## config.mk

```make
export PLATFORM = sky130hd
export DESIGN_NAME = pc_sequencer_flat
export DESIGN_NICKNAME = d
export VERILOG_FILES = /design/src/rtl/pc_sequencer_if.sv /design/src/rtl/pc_sequencer.sv /design/src/flat_wrapper.sv
export SDC_FILE = /design/constraint.sdc
export NUM_CORES = 1
export LEC_CHECK = 0
export ABC_AREA = 0
export BUFFER_PORTS_ARGS = -buffer_cell sky130_fd_sc_hd__clkbuf_2
export CAP_MARGIN = 20
export CORE_MARGIN = 2
export CORE_UTILIZATION = 45
export DETAILED_ROUTE_END_ITERATION = 8
export PLACE_DENSITY = 0.64
export SLEW_MARGIN = 20
export SYNTH_ARGS = -nofsm -noshare
export SYNTH_HDL_FRONTEND = slang
export SYNTH_SLANG_ARGS = --single-unit
```

## constraint.sdc

```tcl
create_clock -name clock -period 2.27 [get_ports clock]
set_input_delay 0.227 -clock clock [delete_from_list [all_inputs] [get_ports clock]]
set_output_delay 0.227 -clock clock [all_outputs]
set_load 0.01 [all_outputs]
```

## src/rtl/pc_sequencer_if.sv

```systemverilog
`default_nettype none
// ============================================================================
//  Module      : pc_sequencer_if
//  Description : Control/status bundle between the decode ROM side and the
//                program-counter sequencer.
//  Revision    : 1.0 - initial release
// ============================================================================
interface pc_sequencer_if;
  logic [7:0] address;
  logic       jump;
  logic       call;
  logic       ret;
  logic [3:0] flags_in;
  logic       flags_we;
  logic       halt_req;
  logic       run_req;
  logic [7:0] PC;
  logic [3:0] NZVC;
  logic       halted;
  logic       stack_err;

  // ROM / controller side: drives controls, observes sequencer state
  modport master (
    output address, jump, call, ret, flags_in, flags_we, halt_req, run_req,
    input  PC, NZVC, halted, stack_err
  );

  // Sequencer side
  modport slave (
    input  address, jump, call, ret, flags_in, flags_we, halt_req, run_req,
    output PC, NZVC, halted, stack_err
  );
endinterface
`default_nettype wire

```

## src/rtl/pc_sequencer.sv

```systemverilog
`default_nettype none
// ============================================================================
//  Module      : pc_sequencer
//  Description : Program counter / flag sequencer with a small return stack
//                and RUN/HALT control, closing the loop around a decode ROM.
//  Revision    : 1.0 - initial release
// ============================================================================
module pc_sequencer #(
  parameter int DEPTH = 4
) (
  input  logic          clock,
  input  logic          reset,
  pc_sequencer_if.slave bus
);

  localparam int PW = $clog2(DEPTH) + 1;

  localparam logic [0:0] ST_RUN  = 1'b0;
  localparam logic [0:0] ST_HALT = 1'b1;

  logic [0:0]    r_state;
  logic [7:0]    r_pc;
  logic [3:0]    r_nzvc;
  logic          r_err;
  logic [PW-1:0] r_sp;
  logic [7:0]    r_stack [DEPTH];

  logic          w_active;
  logic          w_full;
  logic          w_empty;
  logic          w_push;
  logic [7:0]    w_pc_inc;
  logic [PW-1:0] w_sp_dec;
  logic [PW-2:0] w_wr_idx;
  logic [PW-2:0] w_rd_idx;

  // An edge acts on PC/flags/stack only in RUN with no halt request pending
  assign w_active = (r_state == ST_RUN) && !bus.halt_req;
  assign w_full   = (r_sp == PW'(DEPTH));
  assign w_empty  = (r_sp == '0);
  assign w_pc_inc = r_pc + 8'd1;
  assign w_sp_dec = r_sp - PW'(1);
  assign w_wr_idx = r_sp[PW-2:0];
  assign w_rd_idx = w_sp_dec[PW-2:0];
  // ret outranks call, so a push happens only for a lone (non-ret) call
  assign w_push   = w_active && !bus.ret && bus.call && !w_full;

  // RUN/HALT control; halt wins over run when both are requested
  always_ff @(posedge clock or posedge reset) begin
    if (reset) begin
      r_state <= ST_RUN;
    end else if (r_state == ST_RUN) begin
      if (bus.halt_req) r_state <= ST_HALT;
    end else begin
      if (bus.run_req && !bus.halt_req) r_state <= ST_RUN;
    end
  end

  // PC, stack pointer and sticky error: ret > call > jump > increment
  always_ff @(posedge clock or posedge reset) begin
    if (reset) begin
      r_pc  <= 8'h00;
      r_sp  <= '0;
      r_err <= 1'b0;
    end else if (w_active) begin
      if (bus.ret) begin
        if (w_empty) begin
          r_pc  <= w_pc_inc;
          r_err <= 1'b1;
        end else begin
          r_pc <= r_stack[w_rd_idx];
          r_sp <= w_sp_dec;
        end
      end else if (bus.call) begin
        r_pc <= bus.address;
        if (w_full) r_err <= 1'b1;
        else        r_sp  <= r_sp + PW'(1);
      end else if (bus.jump) begin
        r_pc <= bus.address;
      end else begin
        r_pc <= w_pc_inc;
      end
    end
  end

  // Flag latch, independent of the PC action
  always_ff @(posedge clock or posedge reset) begin
    if (reset) begin
      r_nzvc <= 4'h0;
    end else if (w_active && bus.flags_we) begin
      r_nzvc <= bus.flags_in;
    end
  end

  // Return-stack storage; contents are don't-care after reset
  always_ff @(posedge clock) begin
    if (w_push) r_stack[w_wr_idx] <= w_pc_inc;
  end

  assign bus.PC        = r_pc;
  assign bus.NZVC      = r_nzvc;
  assign bus.halted    = (r_state == ST_HALT);
  assign bus.stack_err = r_err;

endmodule
`default_nettype wire

```

## src/flat_wrapper.sv

```systemverilog
// flat-port wrapper written by rule: the top's interface ports become plain ports
module pc_sequencer_flat 
#(
  parameter int DEPTH = 4
)
  (clock, reset, bus_address, bus_jump, bus_call, bus_ret, bus_flags_in, bus_flags_we, bus_halt_req, bus_run_req, bus_PC, bus_NZVC, bus_halted, bus_stack_err);
  pc_sequencer_if bus_i ();
  input  logic clock;
  input  logic reset;
  input wire logic [$bits(bus_i.address)-1:0] bus_address;
  input wire logic [$bits(bus_i.jump)-1:0] bus_jump;
  input wire logic [$bits(bus_i.call)-1:0] bus_call;
  input wire logic [$bits(bus_i.ret)-1:0] bus_ret;
  input wire logic [$bits(bus_i.flags_in)-1:0] bus_flags_in;
  input wire logic [$bits(bus_i.flags_we)-1:0] bus_flags_we;
  input wire logic [$bits(bus_i.halt_req)-1:0] bus_halt_req;
  input wire logic [$bits(bus_i.run_req)-1:0] bus_run_req;
  output wire logic [$bits(bus_i.PC)-1:0] bus_PC;
  output wire logic [$bits(bus_i.NZVC)-1:0] bus_NZVC;
  output wire logic [$bits(bus_i.halted)-1:0] bus_halted;
  output wire logic [$bits(bus_i.stack_err)-1:0] bus_stack_err;
  assign bus_i.address = bus_address;
  assign bus_i.jump = bus_jump;
  assign bus_i.call = bus_call;
  assign bus_i.ret = bus_ret;
  assign bus_i.flags_in = bus_flags_in;
  assign bus_i.flags_we = bus_flags_we;
  assign bus_i.halt_req = bus_halt_req;
  assign bus_i.run_req = bus_run_req;
  assign bus_PC = bus_i.PC;
  assign bus_NZVC = bus_i.NZVC;
  assign bus_halted = bus_i.halted;
  assign bus_stack_err = bus_i.stack_err;
  pc_sequencer #(.DEPTH(DEPTH)) u_core (.clock(clock), .reset(reset), .bus(bus_i));
endmodule
```

; Word-level counts from Yosys, hierarchy flattened
; Memories as Yosys holds them, arrays and structs flattened.
; Cells that the tools add are included.
[classes]
n_eq_ne = 4
n_mux = 17
reduce_logical = 14
add_sub_neg = 3
n_bitwise = 1
[ops]
columns = operator, count
row1 = 2-to-1 mux 8 bit, 4
row2 = 2-to-1 mux 3 bit, 4
row3 = 2-to-1 mux 1 bit, 9
row4 = adder 8 x 1 -> 8 bit (second input constant), 1
row5 = AND reduction 4 bit, 2
row6 = logical AND 1 bit, 6
row7 = != test 2 bit (second input constant), 2
row8 = nonzero test 2 bit, 2
row9 = adder 3 x 1 -> 3 bit (second input constant), 1
row10 = equality test 3 bit (second input constant), 1
row11 = zero test 1 bit, 3
row12 = zero test 3 bit, 1
row13 = subtractor 3 x 1 -> 3 bit (second input constant), 1
row14 = != test 2 x 1 -> 1 bit (second input constant), 1
row15 = NOT 1 bit, 1
[totals]
inputBits = 20
ram_bits = 32
mem_count = 1
out_inout_bits = 14
reg_bits = 17
[memory_table]
columns = name, words, word_bits, rd, rd_clocked_by_memory_dff, wr, line_no
row1 = u_core.r_stack, 4, 8, 1, 0, 1, pc_sequencer.sv:26  ; logic [7:0] r_stack [DEPTH];

; Longest topological paths before layout
; Gate-level depths: netlist of the first run.
[logic_depth]
depth_word = 7
mapped_depth = 8
mapped_depth_nobuf = 7

; Worst setup path before layout of the first run
; OpenSTA, ideal clock, no wires.
[synth_path]
kind = register to register
from = register u_core.r_sp[0]
to = memory u_core.r_stack[0][0], enable pin
setup_slack_ns = 0.362
stages_incl_launch_ff = 7
synth_period_minus_slack_ns = 1.908
t_arrival_ns = 1.577
cell_sequence = dfrtp_1 -> buf_6 -> inv_1 -> ha_1 -> a21bo_2 -> nor3_1 -> and2_1
[synth_via]
elab_chain_len = 5
[synth_rtl]
columns = element, line_no
row1 = start: declaration, pc_sequencer.sv:25  ; logic [PW-1:0] r_sp;
row2 = start signal: assignment, pc_sequencer.sv:72  ; r_sp <= w_sp_dec;
row3 = start signal: assignment, pc_sequencer.sv:77  ; else r_sp <= r_sp + PW'(1);
row4 = equality test 3 bit, pc_sequencer.sv:39  ; assign w_full = (r_sp == PW'(DEPTH));
row5 = zero test 1 bit, pc_sequencer.sv:46  ; assign w_push = w_active && !bus.ret && bus.call && !w_full;
row6 = logical AND 1 bit, pc_sequencer.sv:46
row7 = 2-to-1 mux 1 bit, pc_sequencer.sv:97  ; if (w_push) r_stack[w_wr_idx] <= w_pc_inc;
row8 = 2-to-1 mux 1 bit (implied by the code), pc_sequencer.sv:97
row9 = end: declaration, pc_sequencer.sv:26
; Several ways; a longest one is shown, not always the timed one.

; Worst setup path after layout of the first run
[layout_path]
from = register u_core.r_state (netlist: u_core.bus.halted)
to = memory u_core.r_stack[0][0], enable pin
[layout_via]
elab_chain_len = 7
[layout_rtl]
columns = element, line_no
row1 = start: declaration, pc_sequencer.sv:21  ; logic [0:0] r_state;
row2 = start signal: assignment, pc_sequencer.sv:51  ; r_state <= ST_RUN;
row3 = start signal: assignment, pc_sequencer.sv:53  ; if (bus.halt_req) r_state <= ST_HALT;
row4 = start signal: assignment, pc_sequencer.sv:55  ; if (bus.run_req && !bus.halt_req) r_state <= ST_RUN;
row5 = NOT 1 bit, --
row6 = logical AND 1 bit, pc_sequencer.sv:38  ; assign w_active = (r_state == ST_RUN) && !bus.halt_req;
row7 = logical AND 1 bit (3 in a row), pc_sequencer.sv:46
row8 = 2-to-1 mux 1 bit, pc_sequencer.sv:97
row9 = 2-to-1 mux 1 bit (implied by the code), pc_sequencer.sv:97
; Every way passes these cells.

==> results of run 1 <==
==> layer usage <==
| metal | wire (um) | track usage | vias to the layer above |
|---|---|---|---|
| li1 | - | - | 734 |
| met1 | 2140 | 0.239 | 760 |
| met2 | 2360 | 0.286 | 57 |
| met3 | 375 | 0.0533 | 6 |
| met4 | 73 | 0.0655 | 0 |
| met5 | 0 | 0 | - |
==> cell families after synthesis <==
| logic type | Yosys count | share of synthesized area |
|---|---|---|
| AND/OR/NAND/NOR | 46 | 0.0927 |
| multiplexers | 14 | 0.116 |
| flip-flops | 49 | 0.590 |
| adder cells (fa/ha/maj) | 6 | 0.0319 |
| buffers and inverters | 12 | 0.0309 |
| XOR/XNOR | 9 | 0.0335 |
| AO/OA/AOI/OAI | 37 | 0.105 |
==> through the flow <==
stage                     utilization  setup slack, ns  instances  hold WS (ns)
final                           0.534            0.303        284       -0.0233
after global routing            0.534            0.177        284        0.0257
after CTS                       0.534            0.308        284       0.00123
after detailed placement        0.511            0.350        276         0.357
after global placement          0.511            0.400        276         0.332
after floorplan                     -            0.362        173         0.153
==> area by class of cell <==
type	instances	area, um^2	share of cell area
Clock inverter	3	47.5	0.0175
Timing Repair Buffer	38	203	0.0748
Multi-Input combinational cell	112	891	0.329
Tap cell	70	87.6	0.0323
Sequential cell	49	1390	0.512
Clock buffer	5	68.8	0.0254
Inverter	7	26.3	0.00970
==> report_power, final <==
| group | internal, W | leakage [nW] | switching (W) |
|---|---|---|---|
| clock | 0.000336 | 0.0591 | 0.000317 |
| combinational | 0.000479 | 0.522 | 0.000607 |
| sequential | 0.00119 | 0.489 | 0.000157 |
==> worst max-delay path, stage by stage, from the launching register on <==
cell and delay, ns:
dfrtp_1 0.43, or2_2 0.40, nor3_1 0.36, and2_1 0.44
==> cells in the final DEF, fill, tap and decap left out, types with 7 or more instances in the layout <==
master and n:
mux4_1 7, nor2_1 10, o21ai_0 10, nand2_1 15, inv_1 7, clkbuf_2 33, dfrtp_1 17, edfxtp_1 32
==> synth_stat cells <==
| cell | count |
|---|---|
| buf_6 | 3 |
| a31oi_1 | 3 |
| buf_2 | 1 |
| a22oi_1 | 2 |
| or2_2 | 1 |
| o211ai_1 | 4 |
| nor4_1 | 1 |
| ha_1 | 6 |
| xor2_1 | 3 |
| and2_1 | 4 |
| inv_1 | 7 |
| edfxtp_1 | 32 |
| buf_4 | 1 |
| a21o_1 | 1 |
| mux4_2 | 1 |
| or3_1 | 1 |
| and3_1 | 1 |
| mux4_1 | 7 |
| nor3b_1 | 1 |
| and3b_1 | 1 |
| o21bai_1 | 1 |
| o22a_1 | 1 |
| a21bo_2 | 1 |
| nand3_1 | 4 |
| mux2_2 | 5 |
| dfrtp_1 | 17 |
| a211oi_1 | 1 |
| o21ai_0 | 10 |
| a2111oi_1 | 1 |
| a21oi_1 | 6 |
| o21a_1 | 3 |
| nor3_1 | 5 |
| mux2i_1 | 1 |
| a21boi_2 | 1 |
| nand4_1 | 1 |
| nor2_1 | 10 |
| nand2_1 | 15 |
| a221oi_1 | 1 |
| xnor2_1 | 6 |
| a31o_2 | 1 |
| or2_0 | 1 |
==> flip-flops by register name (all words and copies together) (netlist names) <==
register              count
u_core.bus.halted         1
u_core.bus.PC             8
u_core.bus.stack_err      1
u_core.r_stack           32
u_core.bus.NZVC           4
u_core.r_sp               3
==> final timing paths <==
| kind | end | slack (ns) | depth (start not counted) |
|---|---|---|---|
| min in group clock | u_core.bus.NZVC[2] | 0.14 | 2 |
| hold / removal | u_core.bus.PC[1] | -0.02 | 2 |
| hold reg to reg | u_core.bus.stack_err | 0.48 | 1 |
| setup / recovery | u_core.r_stack[0][0] | 0.30 | 3 |
| setup reg to reg | u_core.r_stack[0][0] | 0.30 | 3 |
| max in group asynchronous | u_core.r_sp[0] | 1.85 | 2 |
==> metrics.md, run 1 <==
| Metric | Value |
|---|---|
| Status | `finished, violations left` |
| Failing checks | `hold timing` |
| Crit end category | `flop` |
| Initial Util | `0.463` |
| CP Data Arrival Time | `1.94 ns` |
| First-pass GRT wire length | `7910 um` |
| Nets | `239` |
| Yosys reg bits | `49` |
| CTS Buf Count | `5` |
| Min-Delay Path Class | `primary input to asynchronous set/reset pin` |
| P&R area growth vs syn | `15.3%` |
| Setup Fix Bufs, Post-CTS | `0` |
| Final Cell Area | `0.00271 mm^2` |
| Drt initial violations | `128` |
| Buffers on Ports | `33` |
| Vias | `approximately 1600` |
| Die ar. | `0.00582 mm^2` |
| Layout fillers | `around 430` |
| Gr usage total | `0.181` |
| CTS Sinks | `49` |
| P_leak | `1.07 nW` |
| CTS Buffer Depth | `2` |
| Fin. max-slew vios | `0` |
| DIE WIDTH | `76.3 um` |
| Clock slew at the register clock pins of the worst setup and hold paths | `0.10 ns` |
| Post-route ant nets | `0` |
| Clk root buf | `clkbuf_8` |
| H-tree depth | `2` |
| Hold Buf Count CTS | `0` |
| Hold WS | `-0.0233 ns` |
| Max_cap viols | `0` |
| CTS tree | `yes` |
| Part of the cycle the worst path needs | `0.866` |
| Synthesized Nets | `199` |
| DRC Markers | `0` |
| Layout Skew | `0.0130 ns` |
| Antenna Diode Count | `0` |
| # rows | `26` |
| Total Wirelength | `4950 um` |
| Tmin final | `1.97 ns` |
| Dpl hpwl | `3710 um` |
| Initial antenna violation count | `0` |
| CP required | `2.25 ns` |
| WS Path Type | `flop to flop` |
| Syn. warnings | `0` |
| Routability Congestion | `0.899` |
| Seq/Total Area, Yosys | `0.590` |
| Final Hold Viols | `17` |
| Cell taking the most area after synthesis | `edfxtp_1` |
| Post-cts sizing count | `0` |
| Largest net degree at the start of global routing | `18` |
| P per Cell Area | `1140 mW/mm^2` |
| DR vias/cell | `5.48` |
| Mapped Area | `0.00235 mm^2` |
| Final setup viols | `0` |
| Number of global-route vias before repair | `~1500` |
| Worst Path Max Fanout | `11` |
| Unique masters post-synth | `41` |
| Post-synth top area share | `0.409` |
| Total grt overflow | `0` |
| Wirelength per Cell | `17.4 um` |
| Worst R2R Start | `u_core.bus.halted` |
| Rel. slew slack | `0.543` |
| Worst Tran Pin Value | `0.685 ns` |
| Layout cells sized above 1 | `0.262` |
| Mapped Cells | `between 150 and 200` |
| Chip height | `76.3 um` |
| Peak VDD IR | `0.452 mV` |
| Power, Total | `0.00308 W` |
| Syn_area_per_cell | `13.6 um^2` |
| Setup tns final | `0 ns` |
| F_max | `0.508 GHz` |
| Startpoint types | `flop` |
| IO Pins | `34` |
| Crit path launch | `u_core.bus.halted` |
| Worst-Skew Late Latency | `0.32 ns` |
| Post-DP Area | `between 0.002 and 0.003 mm^2` |
| CORE AREA | `0.00507 mm^2` |
| Top cells by area, synth | `edfxtp_1 41%, dfrtp_1 18%, mux4_1 7.8%` |
| Drt first pass iters | `4` |
| RSZ-0062 raised after global routing | `no` |
No activity file was read; power rests on OpenSTA's default activity.
==> inputs of run 2 (changes only) <==
--- a/config.mk
+++ b/config.mk
@@ -10,7 +10,7 @@
 export CAP_MARGIN = 20
 export CORE_MARGIN = 2
-export CORE_UTILIZATION = 45
+export CORE_UTILIZATION = 40
 export DETAILED_ROUTE_END_ITERATION = 8
-export PLACE_DENSITY = 0.64
+export PLACE_DENSITY = 0.58
 export SLEW_MARGIN = 20
 export SYNTH_ARGS = -nofsm -noshare
==> constraint.sdc (replaced) <==
create_clock -name clock -period 2.27 [get_ports clock]
set_input_delay 0.1135 -clock clock [delete_from_list [all_inputs] [get_ports clock]]
set_output_delay 0.1135 -clock clock [all_outputs]
set_load 0.01 [all_outputs]
==> metrics.md, run 2 (same netlist as run 1, synthesis figures left out) <==
| Metric | Value |
|---|---|
| Flip-flop count of the largest register after layout | `32 (unchanged)` |
| Chip height | `80.6 um (was 76.3 um)` |
| Wirelength per Cell | `16.8 um (was 17.4 um)` |
| Tmin final | `1.98 ns (was 1.97 ns)` |
| Post-route ant nets | `0 (unchanged)` |
| Crit end category | `flop (unchanged)` |
| CORE AREA | `0.00557 mm^2 (was 0.00507 mm^2)` |
| Clk root buf | `clkbuf_8 (unchanged)` |
| CTS Sinks | `49 (unchanged)` |
| DRC Markers | `0 (unchanged)` |
| Buffers on Ports | `33 (unchanged)` |
| Total Wirelength | `4790 um (was 4950 um)` |
| Routability Congestion | `0.854 (was 0.899)` |
| P_leak | `1.06 nW (was 1.07 nW)` |
| Drt first pass iters | `4 (unchanged)` |
| Net load switching power | `0.00108 W (about the same)` |
| Reg2reg setup slack | `0.29 ns (was 0.30 ns)` |
| Hold Crit Depth | `2` |
| Layout Skew | `0.0113 ns (was 0.0130 ns)` |
| Worst Hold End | `u_core.bus.halted` |
| Largest net degree at the start of global routing | `19 (was 18)` |
| Logic gate share of total power | `0.360 (was 0.352)` |
| Clock share of power | `0.186 (was 0.212)` |
| Initial antenna violation count | `0 (unchanged)` |
| Worst-Skew Late Latency | `0.31 ns (was 0.32 ns)` |
| R2r endpoint | `u_core.r_stack[3][6] (was u_core.r_stack[0][0])` |
| DIE WIDTH | `80.6 um (was 76.3 um)` |
| Worst R2R Start | `u_core.bus.halted (unchanged)` |
| CTS tree | `yes (unchanged)` |
| Register with the most flip-flops | `u_core.r_stack (unchanged)` |
| Most frequent cells in the layout | `33 x clkbuf_2, 32 x edfxtp_1, 17 x dfrtp_1 (unchanged)` |
| IO Pins | `34 (unchanged)` |
| Startpoint types | `flop (unchanged)` |
| Final Cell Area | `0.00269 mm^2 (was 0.00271 mm^2)` |
| CTS Buffer Depth | `2 (unchanged)` |
| Initial Util | `0.422 (was 0.463)` |
| RSZ-0062 raised after global routing | `no (unchanged)` |
| Fin. max-slew vios | `0 (unchanged)` |
| DR vias/cell | `5.39 (was 5.48)` |
| Status | `finished clean (was finished, violations left)` |
| Commonest non-fill, non-tap cell in the layout | `clkbuf_2 (unchanged)` |
| Part of the power in registers | `0.454 (was 0.436)` |
| Clock slew at the register clock pins of the worst setup and hold paths | `0.10 ns (about the same)` |
| H-tree depth | `2 (unchanged)` |
| Min-Delay Path Class | `primary input to flop (was primary input to asynchronous set/reset pin)` |
| Vias | `1537 (was 1557)` |
| Rel. slew slack | `0.561 (was 0.543)` |
| F_max | `0.504 GHz (was 0.508 GHz)` |
| Gr usage total | `0.159 (was 0.181)` |
| R2R depth | `3 (unchanged)` |
| P per Cell Area | `1100 mW/mm^2 (was 1140 mW/mm^2)` |
| Number of global-route vias before repair | `1480 (was 1508)` |
| Part of the cycle the worst path needs | `0.874 (was 0.866)` |
| Final setup viols | `0 (unchanged)` |
| Min-delay src | `bus_halt_req` |
| CP required | `2.24 ns (was 2.25 ns)` |
| Max_cap viols | `0 (unchanged)` |
| Net Sw Frac | `0.363 (was 0.350)` |
| Layout cells sized above 1 | `0.254 (was 0.262)` |
| Drt initial violations | `47 (was 128)` |
| Setup tns final | `0 ns (unchanged)` |
| First-pass GRT wire length | `7610 um (was 7910 um)` |
| # rows | `27 (was 26)` |
| P&R area growth vs syn | `14.4% (was 15.3%)` |
| CTS Buf Count | `5 (unchanged)` |
| Post-DP Area | `0.00258 mm^2 (was 0.00259 mm^2)` |
| Internal | `0.00189 W (was 0.00200 W)` |
| CP Data Arrival Time | `1.95 ns (was 1.94 ns)` |
| Antenna Diode Count | `0 (unchanged)` |
| Die ar. | `0.00650 mm^2 (was 0.00582 mm^2)` |
| Peak VDD IR | `0.371 mV (was 0.452 mV)` |
| Final Hold Viols | `0 (was 17)` |
| Layout fillers | `499 (was 433)` |
| Nets | `238 (was 239)` |
| WS Path Type | `flop to flop (unchanged)` |
| Worst Path Max Fanout | `11 (unchanged)` |
| Dpl hpwl | `3620 um (was 3710 um)` |
| Total grt overflow | `0 (unchanged)` |
| Worst Tran Pin Value | `0.656 ns (was 0.685 ns)` |
run 2: cell count changes in the layout (fill, tap and decap cells not counted):
cell	previous run	this run
buf_4	5	3
bufinv_16	1	0
clkinv_4	0	1
dlygate4sd3_1	0	1
inv_6	2	1
inv_8	0	1
run 2: layout make-up:
type | instances | area [um^2] | area share
flip-flops and latches | 49 | 1390 | 0.516
multi-input cells | 112 | 891 | 0.331
repair buffers | 37 | 198 | 0.0735
well taps | 72 | 90.1 | 0.0335
clock buffers | 5 | 68.8 | 0.0256
clock inverters | 3 | 28.8 | 0.0107
inverters | 7 | 26.3 | 0.00977
run 2: worst max-delay path by stage:
stage	depth (start not counted)	end	start	slack (ns)
detailed placement	3	u_core.r_stack[3][5]	u_core.bus.halted	0.33
CTS	5	u_core.r_stack[2][0]	u_core.r_sp[1]	0.29
finish	3	u_core.r_stack[3][6]	u_core.bus.halted	0.29
global route	5	u_core.r_stack[3][6]	u_core.r_sp[1]	0.11
global placement	3	u_core.r_stack[0][3]	u_core.bus.halted	0.38
floorplan	6	u_core.r_stack[0][0]	u_core.r_sp[0]	0.36
run 2: power by group through the flow:
stage / Combinational, W / Clock, W / Sequential [W]
after global routing: 0.00118 / 0.000617 / 0.00136
after floorplan: 0.000730 / 0 / 0.00136
after global placement: 0.00107 / 0 / 0.00135
after detailed placement: 0.00107 / 0 / 0.00136
after CTS: 0.00108 / 0.000571 / 0.00134
final: 0.00107 / 0.000551 / 0.00135
run 2: per-stage QoR:
stage	setup slack, ns	hold WS [ns]	std cells	util	total power (W)
floorplan	0.362	0.0396	173	-	0.00209
global placement	0.380	0.226	276	0.463	0.00242
detailed placement	0.329	0.225	276	0.463	0.00243
CTS	0.293	0.00912	285	0.482	0.00299
global route	0.113	0.0154	285	0.482	0.00316
finish	0.286	0.0220	285	0.482	0.00296
run 2: critical path: stages (launching register included):
cell and delay (ns):
dfrtp_1 0.43, or2_2 0.40, nor3_1 0.38, and2_1 0.43
run 2: metal layers:
metal | up-vias | global-route usage | share of wire
li1 | 728 | - | -
met1 | 742 | 0.216 | 0.47
met2 | 60 | 0.237 | 0.43
met3 | 7 | 0.0551 | 0.081
met4 | 0 | 0.0559 | 0.011
met5 | - | 0 | 0
run 2: repair_timing:
item / CTS / global route
gates resized for setup: 0 / 0
endpoints found under the hold margin: 17 / 0
hold buffers: 1 / 0
buffers inserted: 0 / 0
